**src/rtl/gamepad_pkg.sv**
```systemverilog
// Shared definitions for the gamepad event unit: PS1-style layout bit
// positions, register offsets and the MiSTer-to-layout remap function.
package gamepad_pkg;

    typedef logic [15:0] pad_bits_t;

    localparam int BTN_UP       = 0;
    localparam int BTN_DOWN     = 1;
    localparam int BTN_LEFT     = 2;
    localparam int BTN_RIGHT    = 3;
    localparam int BTN_TRIANGLE = 4;
    localparam int BTN_CIRCLE   = 5;
    localparam int BTN_CROSS    = 6;
    localparam int BTN_SQUARE   = 7;
    localparam int BTN_SELECT   = 8;
    localparam int BTN_START    = 9;
    localparam int BTN_L1       = 10;
    localparam int BTN_R1       = 11;
    localparam int BTN_L2       = 12;
    localparam int BTN_R2       = 13;

    localparam logic [1:0] REG_STATE    = 2'd0;
    localparam logic [1:0] REG_PRESSED  = 2'd1;
    localparam logic [1:0] REG_RELEASED = 2'd2;
    localparam logic [1:0] REG_CTRL     = 2'd3;

    localparam int CTRL_EN_BIT = 31;

    // Only the low 14 MiSTer bits carry buttons; layout bits 15:14 stay 0.
    function automatic pad_bits_t remap_joy(input logic [13:0] j);
        pad_bits_t r;
        r               = '0;
        r[BTN_UP]       = j[3];
        r[BTN_DOWN]     = j[2];
        r[BTN_LEFT]     = j[1];
        r[BTN_RIGHT]    = j[0];
        r[BTN_TRIANGLE] = j[9];
        r[BTN_CIRCLE]   = j[7];
        r[BTN_CROSS]    = j[6];
        r[BTN_SQUARE]   = j[8];
        r[BTN_SELECT]   = j[5];
        r[BTN_START]    = j[4];
        r[BTN_L1]       = j[10];
        r[BTN_R1]       = j[11];
        r[BTN_L2]       = j[12];
        r[BTN_R2]       = j[13];
        return r;
    endfunction

endpackage

```
**src/rtl/gamepad_event_unit_if.sv**
```systemverilog
// CPU-side register bus of the gamepad event unit. The address decoder
// drives addr_match and the word index; the unit answers one cycle later.
interface gamepad_event_unit_if #(
    parameter int IDX_W = 5
) ();
    logic             addr_match;
    logic             read_stb;
    logic             write_stb;
    logic [IDX_W-1:0] reg_idx;
    logic [31:0]      wr_data;
    logic [31:0]      data_out;
    logic             rd_valid;

    modport master (
        output addr_match, read_stb, write_stb, reg_idx, wr_data,
        input  data_out, rd_valid
    );

    modport slave (
        input  addr_match, read_stb, write_stb, reg_idx, wr_data,
        output data_out, rd_valid
    );
endinterface

```
**src/rtl/gamepad_debounce.sv**
```systemverilog
// Sixteen-bit debouncer for one pad. A bit only changes after the input has
// disagreed with it for DEB_CYCLES consecutive cycles. rise/fall flag the
// cycle whose clock edge will flip the stable value, so edge latches in the
// parent update on the same edge as the stable bit.
module gamepad_debounce
    import gamepad_pkg::*;
#(
    parameter int DEB_CYCLES = 4
) (
    input  logic      clk,
    input  logic      reset,
    input  pad_bits_t raw,
    output pad_bits_t stable,
    output pad_bits_t rise,
    output pad_bits_t fall
);

    localparam int              CNT_W    = $clog2(DEB_CYCLES + 1);
    localparam logic [CNT_W-1:0] CNT_LAST = CNT_W'(DEB_CYCLES - 1);

    logic [CNT_W-1:0] cnt [16];
    pad_bits_t        flip;

    // A bit flips when it still disagrees and its counter has run out.
    always_comb begin
        flip = '0;
        for (int b = 0; b < 16; b++) begin
            flip[b] = (raw[b] != stable[b]) && (cnt[b] == CNT_LAST);
        end
    end

    assign rise = flip & raw;
    assign fall = flip & ~raw;

    // Per-bit disagreement counters and the stable value they guard.
    always_ff @(posedge clk) begin
        if (reset) begin
            stable <= '0;
            for (int b = 0; b < 16; b++) begin
                cnt[b] <= '0;
            end
        end else begin
            for (int b = 0; b < 16; b++) begin
                if (raw[b] == stable[b]) begin
                    cnt[b] <= '0;
                end else if (cnt[b] == CNT_LAST) begin
                    stable[b] <= raw[b];
                    cnt[b]    <= '0;
                end else begin
                    cnt[b] <= cnt[b] + 1'b1;
                end
            end
        end
    end

endmodule

```
**src/rtl/gamepad_event_unit.sv**
```systemverilog
// Gamepad event unit: remaps NUM_PADS MiSTer joystick words, debounces every
// button, latches press/release edges into write-1-to-clear registers and
// raises a maskable level interrupt. Word index = 4*pad + register.
module gamepad_event_unit
    import gamepad_pkg::*;
#(
    parameter int NUM_PADS   = 4,
    parameter int DEB_CYCLES = 4,
    parameter int IDX_W      = 5
) (
    input  logic                    clk,
    input  logic                    reset,
    input  logic [32*NUM_PADS-1:0]  joy_in,
    gamepad_event_unit_if.slave     bus,
    output logic                    irq
);

    localparam int PAD_W = IDX_W - 2;

    logic [1:0]       reg_sel;
    logic [PAD_W-1:0] pad_sel;
    logic             pad_hit    [NUM_PADS];
    pad_bits_t        stable_a   [NUM_PADS];
    pad_bits_t        pressed_a  [NUM_PADS];
    pad_bits_t        released_a [NUM_PADS];
    pad_bits_t        mask_a     [NUM_PADS];
    logic             en_a       [NUM_PADS];
    logic [31:0]      rd_word;
    logic             irq_next;
    logic             rd_req;
    logic [14:0]      wr_data_unused;

    assign reg_sel        = bus.reg_idx[1:0];
    assign pad_sel        = bus.reg_idx[IDX_W-1:2];
    assign rd_req         = bus.addr_match & bus.read_stb;
    assign wr_data_unused = bus.wr_data[30:16];

    for (genvar p = 0; p < NUM_PADS; p++) begin : g_pad
        pad_bits_t   raw_q;
        pad_bits_t   stable;
        pad_bits_t   rise;
        pad_bits_t   fall;
        pad_bits_t   pressed;
        pad_bits_t   released;
        pad_bits_t   irq_mask;
        pad_bits_t   clr_pressed;
        pad_bits_t   clr_released;
        logic        pad_en;
        logic        wr_hit;
        logic [17:0] joy_hi_unused;

        assign joy_hi_unused = joy_in[32*p+14 +: 18];
        assign pad_hit[p]    = (pad_sel == PAD_W'(p));
        assign wr_hit        = bus.addr_match & bus.write_stb & pad_hit[p];
        assign clr_pressed   = (wr_hit && reg_sel == REG_PRESSED)  ? bus.wr_data[15:0] : '0;
        assign clr_released  = (wr_hit && reg_sel == REG_RELEASED) ? bus.wr_data[15:0] : '0;

        // Sample the remapped pad; a disabled pad is seen as fully released.
        always_ff @(posedge clk) begin
            if (reset) begin
                raw_q <= '0;
            end else begin
                raw_q <= pad_en ? remap_joy(joy_in[32*p +: 14]) : '0;
            end
        end

        gamepad_debounce #(
            .DEB_CYCLES (DEB_CYCLES)
        ) u_debounce (
            .clk    (clk),
            .reset  (reset),
            .raw    (raw_q),
            .stable (stable),
            .rise   (rise),
            .fall   (fall)
        );

        // Sticky edge latches (a new edge beats a same-cycle clear) and CTRL.
        always_ff @(posedge clk) begin
            if (reset) begin
                pressed  <= '0;
                released <= '0;
                irq_mask <= '0;
                pad_en   <= 1'b1;
            end else begin
                pressed  <= (pressed & ~clr_pressed) | (rise & {16{pad_en}});
                released <= (released & ~clr_released) | fall;
                if (wr_hit && reg_sel == REG_CTRL) begin
                    irq_mask <= bus.wr_data[15:0];
                    pad_en   <= bus.wr_data[CTRL_EN_BIT];
                end
            end
        end

        assign stable_a[p]   = stable;
        assign pressed_a[p]  = pressed;
        assign released_a[p] = released;
        assign mask_a[p]     = irq_mask;
        assign en_a[p]       = pad_en;
    end

    // Read mux over the current (pre-write) register contents.
    always_comb begin
        rd_word = '0;
        for (int p = 0; p < NUM_PADS; p++) begin
            if (pad_hit[p]) begin
                case (reg_sel)
                    REG_STATE:    rd_word = {16'h0, stable_a[p]};
                    REG_PRESSED:  rd_word = {16'h0, pressed_a[p]};
                    REG_RELEASED: rd_word = {16'h0, released_a[p]};
                    default:      rd_word = {en_a[p], 15'h0, mask_a[p]};
                endcase
            end
        end
    end

    // Interrupt condition: any pad with an unmasked pending press.
    always_comb begin
        irq_next = 1'b0;
        for (int p = 0; p < NUM_PADS; p++) begin
            irq_next = irq_next | (|(pressed_a[p] & mask_a[p]));
        end
    end

    // Registered read response and interrupt output.
    always_ff @(posedge clk) begin
        if (reset) begin
            bus.data_out <= '0;
            bus.rd_valid <= 1'b0;
            irq          <= 1'b0;
        end else begin
            bus.data_out <= rd_req ? rd_word : '0;
            bus.rd_valid <= rd_req;
            irq          <= irq_next;
        end
    end

endmodule

```
**src/flat_wrapper.sv**
```systemverilog
// flat-port wrapper written by rule: the top's interface ports become plain ports
module gamepad_event_unit_flat import gamepad_pkg::*;
#(
    parameter int NUM_PADS   = 4,
    parameter int DEB_CYCLES = 4,
    parameter int IDX_W      = 5
)
  (clk, reset, joy_in, irq, bus_addr_match, bus_read_stb, bus_write_stb, bus_reg_idx, bus_wr_data, bus_data_out, bus_rd_valid);
  gamepad_event_unit_if #(.IDX_W(IDX_W)) bus_i ();
  input  logic clk;
  input  logic reset;
  input  logic [32*NUM_PADS-1:0] joy_in;
  output logic irq;
  input wire logic [$bits(bus_i.addr_match)-1:0] bus_addr_match;
  input wire logic [$bits(bus_i.read_stb)-1:0] bus_read_stb;
  input wire logic [$bits(bus_i.write_stb)-1:0] bus_write_stb;
  input wire logic [$bits(bus_i.reg_idx)-1:0] bus_reg_idx;
  input wire logic [$bits(bus_i.wr_data)-1:0] bus_wr_data;
  output wire logic [$bits(bus_i.data_out)-1:0] bus_data_out;
  output wire logic [$bits(bus_i.rd_valid)-1:0] bus_rd_valid;
  assign bus_i.addr_match = bus_addr_match;
  assign bus_i.read_stb = bus_read_stb;
  assign bus_i.write_stb = bus_write_stb;
  assign bus_i.reg_idx = bus_reg_idx;
  assign bus_i.wr_data = bus_wr_data;
  assign bus_data_out = bus_i.data_out;
  assign bus_rd_valid = bus_i.rd_valid;
  gamepad_event_unit #(.NUM_PADS(NUM_PADS), .DEB_CYCLES(DEB_CYCLES), .IDX_W(IDX_W)) u_core (.clk(clk), .reset(reset), .joy_in(joy_in), .bus(bus_i), .irq(irq));
endmodule
```
**config.mk**
```make
export PLATFORM = sky130hd
export DESIGN_NAME = gamepad_event_unit_flat
export DESIGN_NICKNAME = d
export VERILOG_FILES = /design/src/rtl/gamepad_pkg.sv /design/src/rtl/gamepad_event_unit_if.sv /design/src/rtl/gamepad_debounce.sv /design/src/rtl/gamepad_event_unit.sv /design/src/flat_wrapper.sv
export SDC_FILE = /design/constraint.sdc
export NUM_CORES = 1
export LEC_CHECK = 0
export ABC_AREA = 1
export CAP_MARGIN = 40
export CORE_MARGIN = 10
export CORE_UTILIZATION = 55
export DETAILED_ROUTE_END_ITERATION = 12
export GPL_ROUTABILITY_DRIVEN = 0
export PLACE_DENSITY_LB_ADDON = 0.2
export SYNTH_ARGS = -nofsm -noshare
export SYNTH_HDL_FRONTEND = slang
export SYNTH_HIERARCHICAL = 1
export SYNTH_SLANG_ARGS = --single-unit
```
**constraint.sdc**
```tcl
create_clock -name clk -period 2.2 [get_ports clk]
set_clock_uncertainty 0.2 [all_clocks]
set_input_delay 0.22 -clock clk [delete_from_list [all_inputs] [get_ports clk]]
set_output_delay 0.22 -clock clk [all_outputs]
set_load 0.03 [all_outputs]
```
==> results.yml <==
setup_path:
  crit_family: "buffers and inverters"
  end_kind: "primary output"
  r2r_slack_ps: 560
  startpoint_type: "register"
  arrival_ps: 1730
  path_depth: 1
  reg2reg_to: "u_core/irq"
  path_buf_inv: 1
  path_cells: "clkdlybuf4s50_1"
  cp_max_fo: 1
  timing.rr.start: "u_core/g_pad[3].pressed[1]"
  max_stage_delay_ps: 710
  crit_required_ps: 1780
  crit_slowest_cell: "clkdlybuf4s50_1"
  critPathKind: "reg -> out"
  worstSetupEndpoint: "bus_data_out[15]"
  rr_worst_depth: 8
  startpoint: "u_core/bus.data_out[15]"
timing:
  grt_setup_unrepaired: "false"
  fin_crit_sh_pct: 97.8
  relSlewSlack_pct: 56.6
  setup-tns-final_ps: 0
  setup_viol: 0
  finalHoldViolations: 0
  drv_slew: 0
  max_freq_mhz: 465
  tightest_slew_ps: 649
  holdWs_ps: 77.9
  post-route-min-period_ps: 2150
detailed_routing:
  vias_per_cell: 5.16
  dr.pass1.iters: 9
  wl_per_cell_um: 16.0
  ant_nets: 0
  drc: 0
  routed_wl_mm: 69.3
  vias: 22300
  drtIter0Drc: 2101
place:
  io_buffers: 101
  hpwlAfterDp_mm: 50.4
synthesis:
  yosysUniqueCellTypes: 31
  avgSynthCellArea_um2: 7.75
  netlist_area_um2: 25400
  synthCells: 3279
  ys_warn_count: 6
  synth-seq-cells: 527
  yosysSeqAreaShare_pct: 49.1
floorplanning:
  start_util_pct: 55.8
  die-area_um2: 55200
  io_pins: 204
  die_h_um: 235
  die_x_um: 235
  core_um2: 45600
  core.rowCount: 78
clock_network:
  path_clk_slew_ps: 60
  cts_root_buffer: "clkbuf_16"
  clkLatencyLatePin_ps: 620
  ctsHtreeMaxLevel: 2
  post_cts_buffers: 0
  numCtsBuffers: 55
  cts.sinks: 527
  clockBufferDepth: 3
  tritoncts: "yes"
grt:
  grt_pass1_wl_mm: 110
  grt_max_degree: 51
  antenna_found_initial: 2
  grt-ovfl-total: 0
  grt_pass1_vias: 21800
  grt_usage_pct: 24.3
flow_run:
  maxCapViolations: 0
cells_and_area:
  fillerInstances: 3798
  final_common_cell: "nand2_1"
  area_growth_pct: 19.8
  fin_nets: 3973
  layout_common_cells: "nand2_1 (716), nor2_1 (549), inv_1 (476), dfxtp_1 (335), o21ai_0 (232)"
  drive_gt1_share_pct: 7.36
pwr:
  p_leak_nw: 13.6
  total_power_mw: 21.7
  irDropWorstVdd_uv: 549
  power.density_nw_per_um2: 714
min_path:
  hold_path.class: "in -> reg"
outcome:
  outcome: "completed"
## registers in the layout (all words and copies together) (netlist names)
register                        flops
u_core/g_pad.u_debounce/stable     64
u_core/g_pad.pressed               64
u_core/g_pad.pad_en                 4
u_core/irq                          1
u_core/g_pad.irq_mask              64
u_core/bus.rd_valid                 1
u_core/g_pad.u_debounce/cnt       192
u_core/g_pad.raw_q                 56
u_core/bus.data_out                17
u_core/g_pad.released              64
## synth_stat cells
| library cell | instances | area share [%] |
|---|---|---|
| nand4_1 | 11 | 0.27 |
| nand3_2 | 3 | 0.12 |
| buf_12 | 4 | 0.32 |
| nor3b_4 | 1 | 0.074 |
| a21oi_1 | 213 | 4.2 |
| o21ai_0 | 232 | 4.6 |
| clkbuf_2 | 2 | 0.039 |
| nor2_4 | 30 | 1.3 |
| nand2_2 | 30 | 0.74 |
| dfxtp_1 | 335 | 26 |
| or2_2 | 9 | 0.22 |
| buf_4 | 23 | 0.68 |
| buf_1 | 1 | 0.015 |
| clkinv_1 | 8 | 0.12 |
| buf_2 | 37 | 0.73 |
| edfxtp_1 | 192 | 23 |
| clkbuf_1 | 60 | 0.89 |
| ha_1 | 128 | 6.3 |
| nand2_4 | 1 | 0.044 |
| a31oi_1 | 1 | 0.025 |
| inv_1 | 476 | 7.0 |
| buf_6 | 4 | 0.18 |
| o211ai_1 | 4 | 0.12 |
| nand3_1 | 158 | 3.1 |
| nand2_1 | 716 | 11 |
| o21ai_1 | 20 | 0.39 |
| nor2_1 | 549 | 8.1 |
| conb_1 | 5 | 0.074 |
| inv_2 | 10 | 0.15 |
| nor2_2 | 13 | 0.32 |
| nor3_4 | 3 | 0.19 |
## kinds of logic after synthesis
family | count (synthesis) | share of synthesized area (%)
compound gates | 470 | 9.30
fa+ha+maj | 128 | 6.30
buf+inv | 625 | 10.1
flops | 527 | 49.1
other cells | 5 | 0.0739
simple gates | 1524 | 25.1
## cell type report
type                    count  area [µm²]  share of cell area, %
multi-input cells        2353       11200                   36.8
well taps                 600         751                   2.47
diodes                      3        7.51                 0.0247
clock buffers              82        1590                   5.22
clock inverters            22         204                  0.670
repair buffers            244        2360                   7.76
inverters                 494        1850                   6.09
flip-flops and latches    527       12500                   41.0
## layer usage
metal  global-route usage, %  vias up  wire [µm]
met2                    40.9      925      32700
met1                    30.4    10400      28000
met5                       0        -          0
li1                        -    10900          -
met4                    9.61        0       2550
met3                    4.53      157       6050
## stage by stage
step,utilization [%],worst slack [ps],std cells,instance area [µm²]
after global placement,61.6,82.7,4161,28100
after detailed placement,61.6,-19.3,4161,28100
after CTS,66.8,9.94,4322,30400
after floorplan,-,670,3505,26300
final,66.8,48.9,4325,30500
after global routing,66.8,3.72,4324,30500
## worst min path at each step
stage,from,end,slack (ps),cells after the start
finish,bus_reg_idx[1],u_core/bus.data_out[15],80,7
global route,bus_reg_idx[1],u_core/bus.data_out[15],120,7
CTS,bus_reg_idx[1],u_core/bus.data_out[15],50,7
detailed placement,u_core/g_pad[1].irq_mask[4],u_core/g_pad[1].irq_mask[4],260,2
global placement,u_core/g_pad[2].released[0],u_core/g_pad[2].released[0],250,2
floorplan,joy_in[3],u_core/g_pad[0].raw_q[0],130,2
## power by group
part	internal (mW)	switching, mW
clock	5.35	3.88
sequential	10.4	0.186
combinational	0.688	1.20
## repair_timing
action | CTS | global route
setup endpoints to repair | 0 | 2
hold buffers | 57 | 0
resized for setup | 0 | 2
hold endpoints to repair | 97 | 0
No activity file was read; power rests on OpenSTA's default activity.
